==> config.mk <==
export PLATFORM = sky130hd
export DESIGN_NAME = sf_tester_iter_ctrl
export DESIGN_NICKNAME = d
export VERILOG_FILES = /design/src/rtl/sf_tester_fsm_pkg.sv /design/src/rtl/sf_pattern_gen.sv /design/src/rtl/sf_tester_iter_ctrl.sv
export SDC_FILE = /design/constraint.sdc
export NUM_CORES = 1
export LEC_CHECK = 0
export BUFFER_PORTS_ARGS = -buffer_cell sky130_fd_sc_hd__buf_2
export CAP_MARGIN = 20
export CORE_MARGIN = 3
export CORE_UTILIZATION = 53
export CTS_BUF_LIST = sky130_fd_sc_hd__clkbuf_4
export CTS_CLUSTER_SIZE = 28
export DETAILED_ROUTE_END_ITERATION = 16
export PLACE_DENSITY_LB_ADDON = 0.08
export SKIP_LAST_GASP = 1
export SLEW_MARGIN = 10
export SYNTH_ARGS = -nofsm -noshare
export SYNTH_HDL_FRONTEND = slang
export SYNTH_SLANG_ARGS = --single-unit
==> constraint.sdc <==
create_clock -name i_clk_20mhz -period 5.7 [get_ports i_clk_20mhz]
set_clock_uncertainty 0.2 [all_clocks]
set_input_delay 1.14 -clock i_clk_20mhz [delete_from_list [all_inputs] [get_ports i_clk_20mhz]]
set_output_delay 1.14 -clock i_clk_20mhz [all_outputs]
set_load 0.01 [all_outputs]
==> src/rtl/sf_tester_fsm_pkg.sv <==
// Shared tester constants, iteration-controller state encoding and pattern helpers.
package sf_tester_fsm_pkg;

  localparam int          c_tester_subsector_cnt_per_iter = 256;
  localparam int          c_tester_page_cnt_per_iter      = 4096;
  localparam logic [31:0] c_per_iteration_byte_count      = 32'h0010_0000;
  localparam logic [31:0] c_subsector_byte_count          = 32'h0000_1000;
  localparam logic [31:0] c_page_byte_count               = 32'h0000_0100;

  localparam logic [1:0] c_phase_idle  = 2'd0;
  localparam logic [1:0] c_phase_erase = 2'd1;
  localparam logic [1:0] c_phase_prog  = 2'd2;
  localparam logic [1:0] c_phase_read  = 2'd3;

  typedef enum logic [3:0] {
    ST_IDLE, ST_ERASE_START, ST_ERASE_WAIT, ST_ERASE_NEXT,
    ST_PAGE_FILL, ST_PAGE_START, ST_PAGE_WAIT, ST_PAGE_NEXT,
    ST_READ_START, ST_READ_WAIT, ST_READ_NEXT, ST_DONE
  } t_iter_ctrl_state;

  // Patterns A..D start at 00/08/10/18 and step by 01/07/0F/17.
  function automatic logic [7:0] pat_start(input logic [1:0] sel);
    return {2'b00, sel, 3'b000} << 1 >> 1;
  endfunction

  function automatic logic [7:0] pat_incr(input logic [1:0] sel);
    return (sel == 2'd0) ? 8'h01 : (pat_start(sel) - 8'h01);
  endfunction

endpackage

==> src/rtl/sf_pattern_gen.sv <==
// Expected/transmit byte generator: start + n*incr mod 256, restarted by load.
module sf_pattern_gen
  import sf_tester_fsm_pkg::*;
(
  input  logic       clk_i,
  input  logic       rst_i,
  input  logic [1:0] sel_i,
  input  logic       load_i,
  input  logic       advance_i,
  output logic [7:0] data_o
);

  logic [7:0] data_q;

  always_ff @(posedge clk_i or posedge rst_i) begin
    if (rst_i)          data_q <= 8'h00;
    else if (load_i)    data_q <= pat_start(sel_i);
    else if (advance_i) data_q <= data_q + pat_incr(sel_i);
  end

  assign data_o = data_q;

endmodule

==> src/rtl/sf_tester_iter_ctrl.sv <==
// One tester iteration: erase a block, program it with a pattern, read back and count mismatches.
module sf_tester_iter_ctrl
  import sf_tester_fsm_pkg::*;
#(
  parameter int SUBSECTOR_CNT = c_tester_subsector_cnt_per_iter,
  parameter int PAGE_CNT      = c_tester_page_cnt_per_iter,
  parameter int PAGE_BYTES    = 256
) (
  input  logic        i_clk_20mhz,
  input  logic        i_rst_20mhz,
  input  logic        i_start,
  input  logic [4:0]  i_iter,
  input  logic [1:0]  i_pattern_sel,
  output logic        o_busy,
  output logic        o_done,
  output logic [1:0]  o_phase,
  output logic [31:0] o_err_count,
  output logic        o_cmd_erase,
  output logic        o_cmd_page_prog,
  output logic        o_cmd_read,
  output logic [31:0] o_cmd_addr,
  output logic [8:0]  o_cmd_len,
  input  logic        i_cmd_ready,
  input  logic        i_cmd_done,
  output logic [7:0]  o_tx_data,
  output logic        o_tx_valid,
  input  logic        i_tx_ready,
  input  logic [7:0]  i_rx_data,
  input  logic        i_rx_valid
);

  t_iter_ctrl_state state_q;
  logic [4:0]  iter_q;
  logic [1:0]  pat_q;
  logic [15:0] sub_q, page_q;
  logic [8:0]  byte_q;
  logic        busy_q, done_q, erase_q, prog_q, read_q, tx_valid_q;
  logic [1:0]  phase_q;
  logic [31:0] err_q, addr_q, base;
  logic [8:0]  len_q;
  logic [7:0]  pat_data;
  logic        sub_last, page_last, byte_last, pat_load, pat_adv;

  assign base      = {27'd0, iter_q} * c_per_iteration_byte_count;
  assign sub_last  = (sub_q == 16'(SUBSECTOR_CNT - 1));
  assign page_last = (page_q == 16'(PAGE_CNT - 1));
  assign byte_last = (byte_q == 9'(PAGE_BYTES - 1));

  // Generator restarts at the start of the program and read phases; the byte
  // index runs across page boundaries within a phase.
  assign pat_load = (state_q == ST_ERASE_NEXT && sub_last) ||
                    (state_q == ST_PAGE_NEXT && page_last);
  assign pat_adv  = (state_q == ST_PAGE_FILL && tx_valid_q && i_tx_ready) ||
                    (state_q == ST_READ_WAIT && i_rx_valid);

  sf_pattern_gen u_pat (
    .clk_i     (i_clk_20mhz),
    .rst_i     (i_rst_20mhz),
    .sel_i     (pat_q),
    .load_i    (pat_load),
    .advance_i (pat_adv),
    .data_o    (pat_data)
  );

  always_ff @(posedge i_clk_20mhz or posedge i_rst_20mhz) begin
    if (i_rst_20mhz) begin
      state_q <= ST_IDLE;
      iter_q <= '0; pat_q <= '0; sub_q <= '0; page_q <= '0; byte_q <= '0;
      busy_q <= 1'b0; done_q <= 1'b0; phase_q <= c_phase_idle; err_q <= '0;
      erase_q <= 1'b0; prog_q <= 1'b0; read_q <= 1'b0;
      addr_q <= '0; len_q <= '0; tx_valid_q <= 1'b0;
    end else begin
      erase_q <= 1'b0;
      prog_q  <= 1'b0;
      read_q  <= 1'b0;
      done_q  <= 1'b0;
      case (state_q)
        ST_IDLE: if (i_start) begin
          iter_q <= i_iter; pat_q <= i_pattern_sel; err_q <= '0;
          sub_q <= '0; page_q <= '0; byte_q <= '0;
          busy_q <= 1'b1; phase_q <= c_phase_erase;
          state_q <= ST_ERASE_START;
        end
        ST_ERASE_START: if (i_cmd_ready) begin
          erase_q <= 1'b1;
          addr_q  <= base + {16'd0, sub_q} * c_subsector_byte_count;
          state_q <= ST_ERASE_WAIT;
        end
        ST_ERASE_WAIT: if (i_cmd_done) state_q <= ST_ERASE_NEXT;
        ST_ERASE_NEXT: if (sub_last) begin
          phase_q <= c_phase_prog; page_q <= '0; byte_q <= '0;
          tx_valid_q <= 1'b1; state_q <= ST_PAGE_FILL;
        end else begin
          sub_q <= sub_q + 16'd1; state_q <= ST_ERASE_START;
        end
        ST_PAGE_FILL: if (tx_valid_q && i_tx_ready) begin
          byte_q <= byte_q + 9'd1;
          if (byte_last) begin
            tx_valid_q <= 1'b0; state_q <= ST_PAGE_START;
          end
        end
        ST_PAGE_START: if (i_cmd_ready) begin
          prog_q  <= 1'b1;
          addr_q  <= base + {16'd0, page_q} * c_page_byte_count;
          len_q   <= 9'(PAGE_BYTES);
          state_q <= ST_PAGE_WAIT;
        end
        ST_PAGE_WAIT: if (i_cmd_done) state_q <= ST_PAGE_NEXT;
        ST_PAGE_NEXT: if (page_last) begin
          page_q <= '0; phase_q <= c_phase_read; state_q <= ST_READ_START;
        end else begin
          page_q <= page_q + 16'd1; byte_q <= '0;
          tx_valid_q <= 1'b1; state_q <= ST_PAGE_FILL;
        end
        ST_READ_START: if (i_cmd_ready) begin
          read_q  <= 1'b1;
          addr_q  <= base + {16'd0, page_q} * c_page_byte_count;
          len_q   <= 9'(PAGE_BYTES);
          state_q <= ST_READ_WAIT;
        end
        ST_READ_WAIT: begin
          // A byte arriving with the done pulse is still compared.
          if (i_rx_valid && (i_rx_data != pat_data) && (err_q != 32'hFFFF_FFFF))
            err_q <= err_q + 32'd1;
          if (i_cmd_done) state_q <= ST_READ_NEXT;
        end
        ST_READ_NEXT: if (page_last) state_q <= ST_DONE;
        else begin
          page_q <= page_q + 16'd1; state_q <= ST_READ_START;
        end
        ST_DONE: begin
          done_q <= 1'b1; busy_q <= 1'b0; phase_q <= c_phase_idle;
          state_q <= ST_IDLE;
        end
        default: state_q <= ST_IDLE;
      endcase
    end
  end

  assign o_busy          = busy_q;
  assign o_done          = done_q;
  assign o_phase         = phase_q;
  assign o_err_count     = err_q;
  assign o_cmd_erase     = erase_q;
  assign o_cmd_page_prog = prog_q;
  assign o_cmd_read      = read_q;
  assign o_cmd_addr      = addr_q;
  assign o_cmd_len       = len_q;
  assign o_tx_data       = pat_data;
  assign o_tx_valid      = tx_valid_q;

endmodule

==> impl_metrics.env, run 1 <==
export IMPL_status="completed"
export IMPL_cts_setup_buffers=0
export IMPL_slew_headroom=0.335
export IMPL_period_minus_slack_ns=3.43
export IMPL_wl_met1_um=7840
export IMPL_cts_root_buf="clkbuf_4"
export IMPL_worstSetupEndpointType="flip-flop"
export IMPL_clock_path_buffers=2
export IMPL_wl_per_cell_um=16.4
export IMPL_vias=6336
export IMPL_cts_hold_buf=0
export IMPL_tns_ns=0
export IMPL_critPathTopFamily="simple AND/OR/NAND/NOR gates"
export IMPL_clk_latency_ns=0.54
export IMPL_dieArea_mm2=0.0150
export IMPL_cp_num_buf_inv=0
export IMPL_grt_pass1_wl_um=29300
export IMPL_ant_nets=0
export IMPL_netlist_instances=794
export IMPL_synthFlopType="dfrtp_1"
export IMPL_critPathKind="reg2reg"
export IMPL_p_per_area_mw_per_mm2=286
export IMPL_synth_cell_types=72
export IMPL_max_freq_mhz=291
export IMPL_final_area_mm2=0.00794
export IMPL_die_h_um=122
export IMPL_clock_sinks=122
export IMPL_start_util=0.555
export IMPL_cp_slowest_cell="nor3_2"
export IMPL_synth_edf_count=0
export IMPL_yosysWarnings=0
export IMPL_synth_area_mm2=0.00718
export IMPL_core_area_mm2=0.0129
export IMPL_num_fill_cells=1203
export IMPL_async_reset_ff_frac=1.00
export IMPL_startpoint_type="flip-flop"
export IMPL_gp_congestion=0.907
export IMPL_top_layer="met5"
export IMPL_crit_fanout=14
export IMPL_synth_seq_cells=122
export IMPL_drive_gt1_frac=0.159
export IMPL_drt_initial_drc_count=470
export IMPL_synth_seq_area_share=0.425
export IMPL_drt_pass1_iter_count=4
export IMPL_fin_nets=923
export IMPL_via_per_inst=5.95
export IMPL_die_x_um=122
export IMPL_hold_viol_final=0
export IMPL_cts_clk_slew_worst_paths_ns=0.11
export IMPL_wl_met2_um=8410
export IMPL_cp_required_ns=5.88
export IMPL_routed_wl_um=17500
export IMPL_rsz0062_at_grt="no"
export IMPL_maxCapViolations=0
export IMPL_io_pins=111
export IMPL_io_buffer_count=91
export IMPL_area_delta_synth_final_pct=10.6
export IMPL_drcViolationCount=0
export IMPL_grt_pass1_vias=6084
export IMPL_syn_area_per_cell_um2=9.04
export IMPL_cp_cell_sequence="ha_1 > or3b_1 > or4_1 > nand2_1 > a31oi_1 > nor3_2 > nor2_1"
export IMPL_worst_pin_slew_ns=0.998
export IMPL_setup_viol=0
export IMPL_fin_util=0.614
export IMPL_met3_length_um=891
export IMPL_period_share=0.602
export IMPL_dpl_instance_area_mm2=0.00767
export IMPL_grtUsageTotal=0.245
export IMPL_placementRows=41
export IMPL_numCtsBuffers=17
export IMPL_grt_ovfl_total=0
export IMPL_critPathMaxStageDelay_ns=0.75
export IMPL_hp_class="reg2reg"
export IMPL_dpl_hpwl_um=12500
export IMPL_grt_max_degree=46
export IMPL_antenna_found_initial=2
export IMPL_h_tree_depth=4
export IMPL_leakage_nw=3.72
export IMPL_cts_resized_gates=0
export IMPL_crit_arrival_ns=3.61
export IMPL_cts_tree="built"
export IMPL_ir_drop_mv=0.161
export IMPL_slew_violations=0
[through the flow]
stage | std cells | hold WS (ns) | worst slack (ns) | power, mW
2_1_floorplan | 814 | 0.240 | 1.12 | 1.55
3_3_place_gp | 1030 | 0.253 | 2.14 | 1.68
3_5_place_dp | 1030 | 0.261 | 2.05 | 1.70
4_1_cts | 1062 | 0.282 | 2.25 | 2.29
5_1_grt | 1064 | 0.310 | 1.97 | 2.43
6_report | 1064 | 0.280 | 2.27 | 2.27
[registers in the layout, summed over array words and instances, names as in the netlist]
register	count
o_phase	2
o_cmd_addr	21
o_cmd_len	1
sub_q	16
o_cmd_read	1
byte_q	9
o_busy	1
u_pat.data_o	8
o_tx_valid	1
o_err_count	32
iter_q	5
o_cmd_erase	1
state_q	4
pat_q	2
o_done	1
o_cmd_page_prog	1
page_q	16
[final cells by class]
type,count,area (um^2),share of cell area
Inverter,16,62.6,0.00788
Antenna cell,1,2.50,0.000315
Tap cell,172,215,0.0271
Timing Repair Buffer,97,504,0.0635
Clock inverter,12,106,0.0134
Sequential cell,122,3050,0.385
Multi-Input combinational cell,624,3840,0.484
Clock buffer,20,150,0.0189
[where the power goes]
group / total [mW] / switching (mW) / internal [mW]
sequential: 1.05 / 0.106 / 0.942
clock: 0.587 / 0.323 / 0.264
combinational: 0.637 / 0.412 / 0.225
total: 2.27 / 0.841 / 1.43
[metal layers]
metal,global-route usage,vias up
met5,0,-
met1,0.321,3081
met3,0.0548,31
met4,0.0917,2
met2,0.398,181
li1,-,3041
[synthesized netlist by cell type, types with 10 or more instances]
cell type,n,area [um^2]
a21o_1,13,97.6
a21oi_1,27,135
a31oi_1,11,68.8
and3_1,16,100
buf_4,19,143
clkbuf_1,21,78.8
dfrtp_1,122,3050
ha_1,20,250
inv_1,16,60.1
mux2i_1,11,110
nand2_1,103,387
nand3_1,40,200
nand4_1,25,156
nor2_1,57,214
nor2b_1,11,68.8
nor3_1,14,70.1
nor4_1,16,100
o211ai_1,13,97.6
o21ai_0,55,275
o31ai_1,12,90.1
or3_1,10,62.6
or4_1,10,75.1
xnor2_1,22,193
xor2_1,17,149
[logic make-up (layout without fill, tap and decap cells)]
group	after synthesis	count (layout)	synth area share
simple gates	344	344	0.246
compound gates	185	185	0.171
xor+xnor	39	39	0.0476
other cells	1	22	0.000523
buf+inv	68	145	0.0495
mux	12	12	0.0169
fa+ha+maj	23	23	0.0432
flops	122	122	0.425
[cells in the final DEF, fill, tap and decap left out, drive strengths merged, types with 20 or more instances in the layout]
cell type / count
buf: 97
xnor2: 22
nor2: 57
dfrtp: 122
conb: 21
nand4: 25
o21ai: 60
ha: 20
clkbuf: 20
a21oi: 30
nand2: 103
nand3: 40
[final timing paths]
path	cells past startpoint	from	to	slack, ns
setup / recovery	7	page_q[0]	page_q[6]	2.27
hold / removal	1	byte_q[7]	byte_q[7]	0.28
setup reg to reg	7	page_q[0]	page_q[6]	2.27
hold reg to reg	1	byte_q[7]	byte_q[7]	0.28
max in group asynchronous	3	i_rst_20mhz	u_pat.data_o[1]	3.90
min in group asynchronous	2	i_rst_20mhz	state_q[2]	0.44
Note: power is estimated with default switching activity, not from simulation.
==> inputs of run 2 (changes only) <==
Clock period 5.7 ns to 3.25 ns, I/O delays scaled along.
==> run 2 against run 1 <==
Effect of this change: routed wire length up 0.86%; hold slack worse by 0.25 ns; fmax increased by 15%; final cell count grew 1.1%; total power is 85% higher; sequential power grew 74%; core utilization is 1.3 points higher; global-route usage rose by 0.052 points; die area stayed put; worst setup slack lost 2.0 ns; non-clock buffer count is 11 higher; critical path depth stayed put; largest cell class unchanged; highest routed layer unchanged.
==> impl_metrics.env, run 2 (synthesized netlist as in run 1, its figures left out) <==
export IMPL_cts_tree="built"
export IMPL_mostFrequentLayoutCell="dfrtp_1"
export IMPL_crit_fanout=14
export IMPL_routed_wl_um=17600
export IMPL_worstSetupEndpointType="flip-flop"
export IMPL_slew_headroom=0.429
export IMPL_drcViolationCount=0
export IMPL_cp_cell_sequence="ha_1 > or3b_1 > or4_1 > o21ai_4 > or2_4 > nor3_1 > a21o_1"
export IMPL_critPathKind="reg2reg"
export IMPL_cp_required_ns=3.48
export IMPL_grt_pass1_vias=6163
export IMPL_antenna_found_initial=2
export IMPL_grt_max_degree=50
export IMPL_period_share=0.920
export IMPL_largest_reg_flops=32
export IMPL_hp_class="in2async"
export IMPL_drive_gt1_frac=0.173
export IMPL_cts_root_buf="clkbuf_4"
export IMPL_critPathTopFamily="simple AND/OR/NAND/NOR gates"
export IMPL_ir_drop_mv=0.380
export IMPL_grtUsageTotal=0.245
export IMPL_clk_latency_ns=0.54
export IMPL_max_freq_mhz=335
export IMPL_setup_viol=0
export IMPL_worst_pin_slew_ns=0.835
export IMPL_grt_ovfl_total=0
export IMPL_start_util=0.555
export IMPL_r2r_start="page_q[0]"
export IMPL_finalPower_mw=4.21
export IMPL_vias=6298
export IMPL_cts_hold_buf=0
export IMPL_status="completed"
export IMPL_fin_util=0.627
export IMPL_p_per_area_mw_per_mm2=519
export IMPL_io_pins=111
export IMPL_cp_num_buf_inv=0
export IMPL_cts_resized_gates=0
export IMPL_drt_pass1_iter_count=5
export IMPL_cts_clk_slew_worst_paths_ns=0.11
export IMPL_hold_viol_final=0
export IMPL_drt_initial_drc_count=446
export IMPL_dpl_hpwl_um=12800
export IMPL_gp_congestion=0.928
export IMPL_dieArea_mm2=0.0150
export IMPL_tns_ns=0
export IMPL_maxCapViolations=0
export IMPL_io_buffer_count=91
export IMPL_num_fill_cells=1192
export IMPL_place_ws_ns=0.288
export IMPL_period_minus_slack_ns=2.99
export IMPL_clock_path_buffers=2
export IMPL_placementRows=41
export IMPL_fin_nets=934
export IMPL_grt_pass1_wl_um=29400
export IMPL_die_x_um=122
export IMPL_numCtsBuffers=17
export IMPL_cts_setup_buffers=0
export IMPL_crit_start="page_q[0]"
export IMPL_critPathMaxStageDelay_ns=0.69
export IMPL_via_per_inst=5.85
export IMPL_die_h_um=122
export IMPL_crit_arrival_ns=3.22
export IMPL_mostFrequentLayoutCells="dfrtp_1 (122), nand2_1 (103), buf_2 (91)"
export IMPL_clock_sinks=122
export IMPL_ant_nets=0
export IMPL_fin_ws_ns=0.261
export IMPL_cp_slowest_cell="or4_1"
export IMPL_core_area_mm2=0.0129
export IMPL_h_tree_depth=4
export IMPL_leakage_nw=3.80
export IMPL_rsz0062_at_grt="no"
export IMPL_startpoint_type="flip-flop"
export IMPL_slew_violations=0
export IMPL_wl_per_cell_um=16.4
export IMPL_area_delta_synth_final_pct=13.0
run 2: changes by cell type in the layout (fill, tap and decap cells not counted), sizes merged:
cell,delta
inv,-1
buf,+11
clkinvlp,+4
clkinv,-4
clkbuf,-1
bufinv,+2
diode,+1
run 2: worst register-to-register path, stage by stage (launching register included):
cell and delay [ns]:
dfrtp_1 0.47, ha_1 0.33, or3b_1 0.39, or4_1 0.69, o21ai_4 0.33, or2_4 0.26
nor3_1 0.06, a21o_1 0.17
run 2: through the flow:
stage	cells	hold WS (ns)	cell area, um^2
after floorplan	814	0.240	7250
after global placement	1042	0.253	7780
after detailed placement	1042	0.260	7780
after CTS	1074	0.00343	8100
after global routing	1076	0.0584	8110
final	1076	0.0294	8110
run 2: area by class of cell:
class / count / area (um^2) / area share
Multi-Input combinational cell: 624 / 3840 / 0.474
Sequential cell: 122 / 3050 / 0.377
Timing Repair Buffer: 108 / 608 / 0.0750
Tap cell: 172 / 215 / 0.0265
Clock inverter: 13 / 176 / 0.0218
Clock buffer: 19 / 143 / 0.0176
Inverter: 16 / 63.8 / 0.00787
Antenna cell: 2 / 5.00 / 0.000617
run 2: power breakdown:
part	leakage, nW	switching [mW]	internal (mW)
registers	1.66	0.177	1.65
clock network	0.160	0.587	0.620
logic	1.98	0.739	0.434
total	3.80	1.50	2.71
run 2: path summary, 6_finish.rpt:
kind | to | slack (ns) | cells after the start
min reg2reg | o_cmd_addr[13] | 0.28 | 2
min | iter_q[3] | 0.03 | 2
min in group i_clk_20mhz | iter_q[3] | 0.10 | 3
max reg2reg | page_q[0] | 0.26 | 7
max in group asynchronous | page_q[2] | 2.13 | 3
max | page_q[0] | 0.26 | 7
run 2: metal layers:
layer	part of all wire	global-route usage
met1	0.43	0.315
met2	0.50	0.410
met3	0.053	0.0539
met4	0.011	0.0847
met5	0.00074	0
==> inputs of run 3 (changes only) <==
Settings changed: CORE_MARGIN 3 to not set.
==> run 3 against run 2 <==
Effect of this change: sequential share of layout area decreased by 0.17 points; design area grew 0.46%; register-to-register slack gained 0.12 ns; critical endpoint is now page_q[7]; largest cell class unchanged.
==> impl_metrics.env, run 3 (synthesized netlist as in run 1, its figures left out) <==
export IMPL_startpoint_type="flip-flop"
export IMPL_antenna_found_initial=0
export IMPL_vias=6337
export IMPL_critPathKind="reg2reg"
export IMPL_dieArea_mm2=0.0140
export IMPL_hp_class="in2async"
export IMPL_p_int_mw=2.84
export IMPL_worst_pin_slew_ns=0.821
export IMPL_maxCapViolations=0
export IMPL_h_tree_depth=4
export IMPL_io_pins=111
export IMPL_power_switching_mw=1.51
export IMPL_period_minus_slack_ns=2.87
export IMPL_fin_nets=935
export IMPL_drcViolationCount=0
export IMPL_worstSetupEndpointType="flip-flop"
export IMPL_p_clk_frac=0.312
export IMPL_mostFrequentLayoutCell="dfrtp_1"
export IMPL_drt_initial_drc_count=483
export IMPL_via_per_inst=5.87
export IMPL_comb_power_share=0.271
export IMPL_tns_ns=0
export IMPL_numCtsBuffers=17
export IMPL_cts_hold_buf=0
export IMPL_seqPwrFrac=0.417
export IMPL_r2r_start="sub_q[11]"
export IMPL_die_x_um=118
export IMPL_swShare=0.347
export IMPL_io_buffer_count=91
export IMPL_drt_pass1_iter_count=4
export IMPL_ant_nets=0
export IMPL_cts_clk_slew_worst_paths_ns=0.11
export IMPL_fin_util=0.615
export IMPL_largest_reg_flops=32
export IMPL_slew_headroom=0.438
export IMPL_area_delta_synth_final_pct=13.5
export IMPL_crit_fanout=14
export IMPL_crit_arrival_ns=3.17
export IMPL_grt_max_degree=123
export IMPL_grt_ovfl_total=0
export IMPL_status="completed"
export IMPL_reg2reg_to="page_q[7]"
export IMPL_wl_per_cell_um=16.2
export IMPL_die_h_um=118
export IMPL_dp_cells=1047
export IMPL_clock_path_buffers=2
export IMPL_rsz0062_at_grt="no"
export IMPL_cts_resized_gates=0
export IMPL_placementRows=42
export IMPL_core_area_mm2=0.0132
export IMPL_r2r_cells=6
export IMPL_ir_drop_mv=0.326
export IMPL_grt_pass1_wl_um=29400
export IMPL_dpl_instance_area_mm2=0.00778
export IMPL_cts_setup_buffers=0
export IMPL_gp_congestion=0.919
export IMPL_leakage_nw=3.83
export IMPL_grt_pass1_vias=5998
export IMPL_clock_sinks=122
export IMPL_start_util=0.542
export IMPL_whs_ns=0.00695
export IMPL_grtUsageTotal=0.265
export IMPL_dpl_hpwl_um=12300
export IMPL_cts_tree="built"
export IMPL_mostFrequentLayoutCells="dfrtp_1 (122), nand2_1 (103), buf_2 (91)"
export IMPL_p_per_area_mw_per_mm2=535
export IMPL_cts_root_buf="clkbuf_4"
export IMPL_reg2reg_slack_ns=0.38
export IMPL_stdcell_count=1079
export IMPL_clk_latency_ns=0.58
export IMPL_max_freq_mhz=348
export IMPL_cp_required_ns=3.55
export IMPL_final_area_mm2=0.00814
export IMPL_setup_viol=0
export IMPL_period_share=0.884
export IMPL_hold_viol_final=0
export IMPL_slew_violations=0
export IMPL_routed_wl_um=17500
export IMPL_diodes=0
export IMPL_drive_gt1_frac=0.173
==> run 3: changes by cell type in the layout (fill, tap and decap cells not counted), sizes merged <==
cell | previous run | this run
clkinvlp | 5 | 2
clkbuf | 19 | 18
bufinv | 4 | 6
clkinv | 5 | 7
diode | 2 | 0
buf | 108 | 109
==> run 3: cell type report <==
type                    count  area (um^2)
clock inverters            14          226
repair buffers            109          603
fillers                  1198         5100
inverters                  16         63.8
multi-input cells         624         3840
well taps                 176          220
clock buffers              18          135
flip-flops and latches    122         3050
==> run 3: stage by stage <==
step                      setup slack, ns  total power [mW]
after global routing                0.194              4.62
final                               0.378              4.36
after detailed placement            0.327              3.02
after CTS                           0.343              4.38
after global placement              0.457              2.98
after floorplan                     0.576              2.72
==> run 3: worst max-delay path by stage <==
stage / from / to / slack, ns / cells after the start
after floorplan: page_q[0] / page_q[0] / 0.58 / 9
after global placement: i_rx_data[6] / o_err_count[3] / 0.46 / 7
after detailed placement: i_rx_data[5] / o_err_count[9] / 0.33 / 7
after CTS: sub_q[11] / page_q[7] / 0.34 / 6
after global routing: sub_q[11] / page_q[7] / 0.19 / 6
final: sub_q[11] / page_q[7] / 0.38 / 6
==> run 3: metal layers <==
| metal | routed length [um] | vias to the layer above | GRT usage |
|---|---|---|---|
| li1 | - | 3070 | - |
| met3 | 813 | 38 | 0.0574 |
| met2 | 8320 | 187 | 0.413 |
| met1 | 7890 | 3042 | 0.350 |
| met5 | 0 | - | 0 |
| met4 | 448 | 0 | 0.130 |
==> run 3: power groups by stage <==
stage	logic, mW	clock network, mW	registers, mW
6_report	1.18	1.36	1.81
3_5_place_dp	1.17	0	1.84
2_1_floorplan	0.916	0	1.80
5_1_grt	1.32	1.46	1.84
4_1_cts	1.18	1.39	1.81
3_3_place_gp	1.14	0	1.83
==> run 3: critical path, cell delays in order, from the launching register on <==
cell	delay, ns
dfrtp_1	0.46
nor4_1	0.51
nand4_1	0.26
a21o_1	0.37
or2_4	0.36
or4_1	0.50
a21oi_2	0.14
